$ cat src/rtl/prog_counter_pkg.sv
// Shared types for the programmable up/down counter: count modes and
// the one-shot run FSM states.
package prog_counter_pkg;

  typedef enum logic [1:0] {
    MODE_WRAP    = 2'd0,
    MODE_SAT     = 2'd1,
    MODE_ONESHOT = 2'd2
  } mode_t;

  typedef enum logic [1:0] {
    OS_IDLE = 2'd0,
    OS_RUN  = 2'd1,
    OS_DONE = 2'd2
  } os_state_t;

endpackage

$ cat src/rtl/prog_counter_next.sv
// Combinational next-count datapath: boundary detection and the
// wrapped / clamped / one-shot next value for a single step.
module prog_counter_next
  import prog_counter_pkg::*;
#(
  parameter int N = 8
) (
  input  logic [N-1:0] i_count,
  input  logic [N-1:0] i_step,
  input  logic [N-1:0] i_limit,
  input  logic         i_up_down,
  input  logic [1:0]   i_mode,
  output logic [N-1:0] o_next_count,
  output logic         o_cross_up,
  output logic         o_cross_dn,
  output logic         o_reach
);

  logic [N:0]   w_sum;
  logic [N-1:0] w_diff;
  logic [N-1:0] w_plain;
  mode_t        w_mode;

  // One extra bit so count+step can never alias below the limit.
  assign w_sum  = {1'b0, i_count} + {1'b0, i_step};
  assign w_diff = i_count - i_step;
  assign w_mode = mode_t'(i_mode);

  always_comb begin
    o_cross_up   = i_up_down && (w_sum > {1'b0, i_limit});
    o_cross_dn   = !i_up_down && (i_step > i_count);
    o_reach      = i_up_down ? (w_sum >= {1'b0, i_limit}) : (i_step >= i_count);
    w_plain      = i_up_down ? w_sum[N-1:0] : w_diff;
    o_next_count = w_plain;
    case (w_mode)
      MODE_WRAP: begin
        if (o_cross_up)      o_next_count = '0;
        else if (o_cross_dn) o_next_count = i_limit;
      end
      MODE_ONESHOT: begin
        if (o_reach) o_next_count = i_up_down ? i_limit : '0;
      end
      // SAT and the reserved encoding share the clamping behaviour.
      default: begin
        if (o_cross_up)      o_next_count = i_limit;
        else if (o_cross_dn) o_next_count = '0;
      end
    endcase
  end

endmodule

$ cat src/rtl/prog_updown_counter.sv
// Programmable up/down counter with WRAP / SAT / ONESHOT modes, registered
// overflow/underflow pulses and a one-shot run FSM exposing busy/done.
module prog_updown_counter
  import prog_counter_pkg::*;
#(
  parameter int N = 8
) (
  input  logic         clk,
  input  logic         reset,
  input  logic         i_en,
  input  logic         i_clear,
  input  logic         i_load,
  input  logic [N-1:0] i_load_data,
  input  logic         i_up_down,
  input  logic [N-1:0] i_step,
  input  logic [N-1:0] i_limit,
  input  logic [1:0]   i_mode,
  input  logic         i_start,
  output logic [N-1:0] o_count,
  output logic         o_ovf,
  output logic         o_unf,
  output logic         o_tc,
  output logic         o_busy,
  output logic         o_done
);

  logic [N-1:0] r_count;
  logic         r_ovf;
  logic         r_unf;
  os_state_t    r_state;

  logic [N-1:0] w_count_next;
  logic         w_ovf_next;
  logic         w_unf_next;
  os_state_t    w_state_next;

  logic [N-1:0] w_step_count;
  logic         w_cross_up;
  logic         w_cross_dn;
  logic         w_reach;
  logic         w_is_oneshot;
  logic [N-1:0] w_reload;

  prog_counter_next #(.N(N)) u_next (
    .i_count      (r_count),
    .i_step       (i_step),
    .i_limit      (i_limit),
    .i_up_down    (i_up_down),
    .i_mode       (i_mode),
    .o_next_count (w_step_count),
    .o_cross_up   (w_cross_up),
    .o_cross_dn   (w_cross_dn),
    .o_reach      (w_reach)
  );

  assign w_is_oneshot = (i_mode == MODE_ONESHOT);
  assign w_reload     = i_up_down ? '0 : i_limit;

  // Edge priority: clear > load > start > enabled count.
  always_comb begin
    w_count_next = r_count;
    w_state_next = r_state;
    w_ovf_next   = 1'b0;
    w_unf_next   = 1'b0;
    if (i_clear) begin
      w_count_next = '0;
      w_state_next = OS_IDLE;
    end else if (i_load) begin
      w_count_next = i_load_data;
      if (!w_is_oneshot) w_state_next = OS_IDLE;
    end else if (w_is_oneshot && i_start) begin
      w_count_next = w_reload;
      w_state_next = OS_RUN;
    end else if (!w_is_oneshot) begin
      w_state_next = OS_IDLE;
      if (i_en) begin
        w_count_next = w_step_count;
        w_ovf_next   = w_cross_up;
        w_unf_next   = w_cross_dn;
      end
    end else if (r_state == OS_RUN && i_en) begin
      w_count_next = w_step_count;
      if (w_reach) w_state_next = OS_DONE;
    end
  end

  always_ff @(posedge clk or posedge reset) begin
    if (reset) begin
      r_count <= '0;
      r_ovf   <= 1'b0;
      r_unf   <= 1'b0;
      r_state <= OS_IDLE;
    end else begin
      r_count <= w_count_next;
      r_ovf   <= w_ovf_next;
      r_unf   <= w_unf_next;
      r_state <= w_state_next;
    end
  end

  assign o_count = r_count;
  assign o_ovf   = r_ovf;
  assign o_unf   = r_unf;
  assign o_busy  = (r_state == OS_RUN);
  assign o_done  = (r_state == OS_DONE);
  assign o_tc    = (i_up_down && (r_count == i_limit)) || (!i_up_down && (r_count == '0));

endmodule
$ cat config.mk
export PLATFORM = sky130hd
export DESIGN_NAME = prog_updown_counter
export DESIGN_NICKNAME = d
export VERILOG_FILES = /design/src/rtl/prog_counter_pkg.sv /design/src/rtl/prog_counter_next.sv /design/src/rtl/prog_updown_counter.sv
export SDC_FILE = /design/constraint.sdc
export NUM_CORES = 1
export LEC_CHECK = 0
export CAP_MARGIN = 30
export CELL_PAD_IN_SITES_DETAIL_PLACEMENT = 1
export CELL_PAD_IN_SITES_GLOBAL_PLACEMENT = 1
export CORE_MARGIN = 2
export CORE_UTILIZATION = 40
export CTS_CLUSTER_SIZE = 25
export DETAILED_ROUTE_END_ITERATION = 7
export DONT_BUFFER_PORTS = 1
export PLACE_DENSITY_LB_ADDON = 0.1
export REMOVE_ABC_BUFFERS = 1
export SYNTH_ARGS = -nofsm -noshare
export SYNTH_HDL_FRONTEND = slang
export SYNTH_HIERARCHICAL = 1
export SYNTH_SLANG_ARGS = --single-unit
$ cat constraint.sdc
create_clock -name clk -period 4.05 [get_ports clk]
set_input_delay 0.405 -clock clk [delete_from_list [all_inputs] [get_ports clk]]
set_output_delay 0.405 -clock clk [all_outputs]
set_load 0.01 [all_outputs]
==> results of run 1 <==
placed cells by master, fill, tap and decap left out, types with 4 or more instances in the layout:
cell       n
nor3_1     8
and2_1     5
buf_4     30
nand3_1    4
nor3b_1   12
nand2_1   10
inv_1     28
dfrtp_1   11
a21oi_1   18
xnor2_1    6
o211ai_1   5
a41oi_1    6
xor2_1    14
a21oi_2    5
nor2b_1    4
o41ai_2    9
ha_1      22
a22o_1     5
nor2_1    18
logic make-up (layout without fill, tap and decap cells):
logic type | count (synthesis) | count (layout) | synth area share [%]
xor gates and xnor gates | 21 | 21 | 7.76
and+or+nand+nor | 81 | 81 | 20.6
DFF | 12 | 12 | 12.7
muxes | 3 | 3 | 1.80
AOI/OAI and AO/OA | 86 | 86 | 32.6
buffers and inverters | 45 | 64 | 10.1
adders and majority gates | 26 | 26 | 14.4
layer usage:
metal | share of wire, % | global-route usage [%] | vias to the layer above
met2 | 48 | 37.1 | 52
li1 | - | - | 1044
met5 | 0 | 0 | -
met4 | 0.87 | 5.76 | 0
met3 | 4.4 | 2.22 | 4
met1 | 47 | 32.2 | 1055
power by group:
group          total, mW  switching (mW)  internal [mW]
Sequential         0.140          0.0119          0.129
Combinational      0.522           0.279          0.243
Clock              0.109          0.0434         0.0655
Total              0.772           0.334          0.437
final cells by class:
| cell class | instances | area [µm²] |
|---|---|---|
| fill | 717 | 3120 |
| multi-input combinational | 217 | 1910 |
| sequential | 12 | 302 |
| timing repair buffer | 30 | 225 |
| inverter | 31 | 116 |
| tap | 75 | 93.8 |
| clock buffer | 3 | 41.3 |
flip-flops by register name, summed over array words and instances, names as in the netlist:
signal	cells
o_count	8
o_ovf	1
o_unf	1
r_state	2
through the flow:
step | setup TNS (ns) | hold slack, ns
3_5_place_dp | 0 | 0.355
2_1_floorplan | 0 | 0.270
3_3_place_gp | 0 | 0.350
5_1_grt | -0.0842 | 0.124
6_report | 0 | 0.0887
4_1_cts | 0 | 0.0958
what timing repair did:
action,CTS,global route
endpoints found under the hold margin,0,0
setup endpoints to repair,0,8
resized for setup,0,21
buffers inserted,0,9
final timing paths:
kind                                          end  slack (ns)  depth (start not counted)
setup / recovery           o_count[0]$_DFFE_PP0P_        0.14                         18
hold reg to reg            r_state[1]$_DFFE_PP0P_        0.62                          2
hold / removal             r_state[0]$_DFFE_PP0P_        0.09                          1
setup reg to reg           o_count[0]$_DFFE_PP0P_        0.14                         18
min in group clk           r_state[0]$_DFFE_PP0P_        0.23                          1
max in group asynchronous  o_count[1]$_DFFE_PP0P_        3.57                          1
==> results.json, run 1 <==
{
  "synth_top_area_cell": "dfrtp_1",
  "period_minus_slack_ns": 3.91,
  "io_buffers": 0,
  "avgViaCountPerCell": 5.86,
  "grt_pass1_vias": 2212,
  "placed_area_um2": 2500,
  "synth_area_leaders": "dfrtp_1 13%, ha_1 13%, xor2_1 5.5%, o41ai_2 5.5%, a21oi_1 4.9%",
  "fp-row-count": 28,
  "cts_buffer_depth": 2,
  "cp_max_fo": 5,
  "dr.pass1.iters": 4,
  "max_slew_margin_pct": 60.7,
  "grt.overflow.total": 0,
  "initial_core_util_pct": 40.7,
  "antenna_cells": 0,
  "synth_ff_type": "dfrtp_1",
  "drtAntennaViolNets": 0,
  "critPathBufInv": 2,
  "grt_pass1_wl_um": 11600,
  "die_h_um": 81.0,
  "synth_top_area_share_pct": 12.7,
  "reg2reg_from": "o_count[0]$_DFFE_PP0P_",
  "antenna_found_initial": 0,
  "worstHoldPathType": "input pin to async pin",
  "skew_ns": 0.00350,
  "drc_errors": 0,
  "cts_hold_buf": 0,
  "final_area_um2": 2690,
  "fmax_ghz": 0.256,
  "synth_common_cells": "30 x inv_1, 24 x ha_1, 23 x a21oi_1",
  "cts.sinks": 12,
  "slew_viol_final": 0,
  "grt_max_degree": 26,
  "synth_cells": 274,
  "maxCapViolCount": 0,
  "drive_gt1_share_pct": 28.3,
  "dp_hpwl_um": 5720,
  "ios": 46,
  "post-place-ws_ns": 0.0377,
  "end_kind": "flip-flop",
  "synth.most_common_cell": "inv_1",
  "final_util_pct": 46.3,
  "post-route-period-util_pct": 96.6,
  "worst_slack_ns": 0.140,
  "wl_per_cell_um": 19.7,
  "hold_violations": 0,
  "p_total_uw": 772,
  "worstSetupPathType": "flip-flop to flip-flop",
  "clk_latency_ns": 0.24,
  "track_usage_pct": 22.8,
  "coreArea_um2": 5820,
  "crit_arrival_ns": 4.04,
  "wirelength_um": 7240,
  "synthArstFlopShare_pct": 100,
  "numCtsBuffers": 3,
  "startpoint_type": "flip-flop",
  "ctsRootBufferMaster": "clkbuf_8",
  "fp.dieW_um": 81.0,
  "synth-seq-cells": 12,
  "nets": 354,
  "synth_area_per_cell_um2": 8.65,
  "h-tree-depth": 1,
  "leakagePower_nw": 1.21,
  "critPathSlowestCell": "dfrtp_1",
  "grt_setup_unrepaired": "yes",
  "setup_viol": 0,
  "startpoint": "o_count[0]$_DFFE_PP0P_",
  "fin_cells": 368,
  "outcome": "completed",
  "worstPathCellList": "ha_2, inv_2, fa_2, or2_4, a221oi_4, nor2_1, o21ba_2, xor2_1, ha_1, a22oi_2, o211ai_1, o221ai_4, o22ai_4, inv_2, mux2i_4, a22o_1, a21oi_2, o41ai_2",
  "crit_path_frequent_cell": "inv_2",
  "die_area_um2": 6560,
  "place_inst": 356,
  "pwr_density_cell_nw_per_um2": 287,
  "cp_top_family": "compound AO/OA/AOI/OAI gates",
  "required_ns": 4.18,
  "synth_edf_count": 0,
  "area_growth_pct": 13.6,
  "seq_area_frac_synth_pct": 12.7,
  "num_vias": 2155,
  "cts_tree": "yes",
  "synth_area_um2": 2370,
  "critical_path.max_stage_delay_ns": 0.35,
  "clk_pin_slew_ns": 0.05,
  "synth_cell_types": 67,
  "gp_congestion": 0.898,
  "synth_warnings": 6,
  "tightest_slew_ns": 0.582,
  "peakVddDrop_mv": 0.159,
  "drt_iter0_drc": 93
}
(Power assumes the default switching activity.)
==> run 2: changes to the inputs <==
Settings changed: CORE_UTILIZATION 40 to 44, PLACE_DENSITY set to 0.86, PLACE_DENSITY_LB_ADDON 0.1 to unset.
==> results.json, run 2 (synthesis results as in run 1) <==
{
  "netSwitchingFraction_pct": 44.9,
  "initial_core_util_pct": 46.1,
  "p_comb_share_pct": 67.5,
  "grt_pass1_vias": 2316,
  "setup_viol": 7,
  "p_sw_uw": 352,
  "maxCapViolCount": 0,
  "fp.dieW_um": 77.4,
  "gp_congestion": 0.894,
  "period_minus_slack_ns": 4.18,
  "die_h_um": 77.4,
  "drive_gt1_share_pct": 26.0,
  "cts_tree": "yes",
  "numCtsBuffers": 3,
  "ctsRootBufferMaster": "clkbuf_8",
  "post-route-period-util_pct": 103,
  "reg2reg_depth": 19,
  "io_buffers": 0,
  "seqPwrFrac_pct": 18.6,
  "final_cell_mix": "29 x inv_1, 24 x buf_4, 22 x ha_1",
  "drc_errors": 0,
  "ios": 46,
  "tightest_slew_ns": 0.640,
  "dp_hpwl_um": 5670,
  "failed_checks": "setup timing",
  "worstHoldPathType": "input pin to async pin",
  "worstSetupPathType": "flip-flop to flip-flop",
  "slew_viol_final": 0,
  "drt_iter0_drc": 112,
  "p_int_uw": 433,
  "end_kind": "flip-flop",
  "r2r_slack_ns": -0.13,
  "largest_register_ffs": 8,
  "pwr_density_cell_nw_per_um2": 298,
  "avgViaCountPerCell": 6.20,
  "cp_max_fo": 6,
  "grt.overflow.total": 0,
  "final_common_cell": "inv_1",
  "outcome": "complete, but fails checks",
  "track_usage_pct": 23.6,
  "area_growth_pct": 11.1,
  "num_vias": 2218,
  "worst_slack_ns": -0.135,
  "clk_pin_slew_ns": 0.05,
  "post-place-ws_ns": 0.00230,
  "skew_ns": 0.00215,
  "fillers": 631,
  "grt_setup_unrepaired": "yes",
  "cts_buffer_depth": 2,
  "wl_per_cell_um": 20.9,
  "required_ns": 4.16,
  "fp-row-count": 26,
  "leakagePower_nw": 1.17,
  "reg2reg_from": "o_count[0]$_DFFE_PP0P_",
  "antenna_cells": 0,
  "wirelength_um": 7490,
  "coreArea_um2": 5140,
  "regArea_um2": 302,
  "hold_violations": 0,
  "antenna_found_initial": 0,
  "cts.sinks": 12,
  "nets": 349,
  "p_total_uw": 785,
  "r2r_end": "o_count[7]$_DFFE_PP0P_",
  "multi_input_area_um2": 1900,
  "max_slew_margin_pct": 56.8,
  "dr.pass1.iters": 4,
  "die_area_um2": 5990,
  "grt_max_degree": 26,
  "fmax_ghz": 0.239,
  "clk_latency_ns": 0.24,
  "cts_hold_buf": 0,
  "h-tree-depth": 1,
  "crit_arrival_ns": 4.29,
  "drtAntennaViolNets": 0,
  "grt_pass1_wl_um": 11600,
  "startpoint_type": "flip-flop",
  "p_clk_share_pct": 13.9,
  "peakVddDrop_mv": 0.218
}
-- run 2: critical path, stage by stage, from the launching register on --
cell       delay (ns)
dfrtp_1          0.38
ha_2             0.20
inv_2            0.04
fa_2             0.34
or2_4            0.27
a221oi_4         0.27
nor2_1           0.07
o21ba_2          0.21
xor2_1           0.15
ha_1             0.33
a22oi_2          0.16
o211ai_1         0.16
o221ai_4         0.31
o22ai_4          0.17
buf_4            0.18
a32oi_2          0.23
a2bb2oi_2        0.19
o211ai_1         0.11
a21oi_1          0.20
o41ai_2          0.08
-- run 2: layout make-up --
cell class	count	share of cell area (%)
clock buffers	3	1.57
inverters	31	4.42
multi-input cells	217	72.0
flip-flops and latches	12	11.4
well taps	70	3.33
repair buffers	25	7.27
-- run 2: power by group through the flow --
stage | registers [mW] | clock network [mW] | logic (mW)
after floorplan | 0.146 | 0 | 0.334
after global placement | 0.146 | 0 | 0.433
after detailed placement | 0.146 | 0 | 0.448
after CTS | 0.144 | 0.109 | 0.453
after global routing | 0.146 | 0.117 | 0.565
final | 0.146 | 0.109 | 0.530
-- run 2: what timing repair did --
| item | CTS | global route |
|---|---|---|
| endpoints found under the hold margin | 0 | 0 |
| buffers inserted | 0 | 10 |
| gates resized for setup | 0 | 17 |
| setup endpoints to repair | 0 | 8 |
-- run 2: worst max path at each step --
stage | slack [ns] | to | startpoint | cells after the start
floorplan | 0.15 | o_count[0]$_DFFE_PP0P_ | o_count[0]$_DFFE_PP0P_ | 18
global route | -0.21 | o_count[7]$_DFFE_PP0P_ | o_count[0]$_DFFE_PP0P_ | 19
global placement | 0.16 | o_count[1]$_DFFE_PP0P_ | i_step[0] | 18
CTS | 0.02 | o_count[7]$_DFFE_PP0P_ | o_count[0]$_DFFE_PP0P_ | 18
detailed placement | 0.002 | o_count[7]$_DFFE_PP0P_ | i_step[0] | 18
finish | -0.13 | o_count[7]$_DFFE_PP0P_ | o_count[0]$_DFFE_PP0P_ | 19
-- run 2: layer usage --
layer / GRT usage, % / vias to the layer above / routed length (µm) / part of all wire (%)
met5: 0 / - / 0 / 0
met4: 5.36 / 0 / 102 / 1.4
met3: 3.26 / 11 / 417 / 5.6
met2: 40.2 / 71 / 3770 / 50
met1: 31.8 / 1103 / 3190 / 43
li1: - / 1033 / - / -
-- run 2: stage by stage --
stage	util, %	cells	hold slack [ns]	TNS, ns	area [µm²]
4_1_cts	48.4	348	0.0835	0	2490
3_3_place_gp	47.6	345	0.334	0	2450
2_1_floorplan	-	260	0.270	0	2250
5_1_grt	51.2	358	0.110	-1.28	2630
3_5_place_dp	47.6	345	0.339	0	2450
6_report	51.2	358	0.0678	-0.565	2630
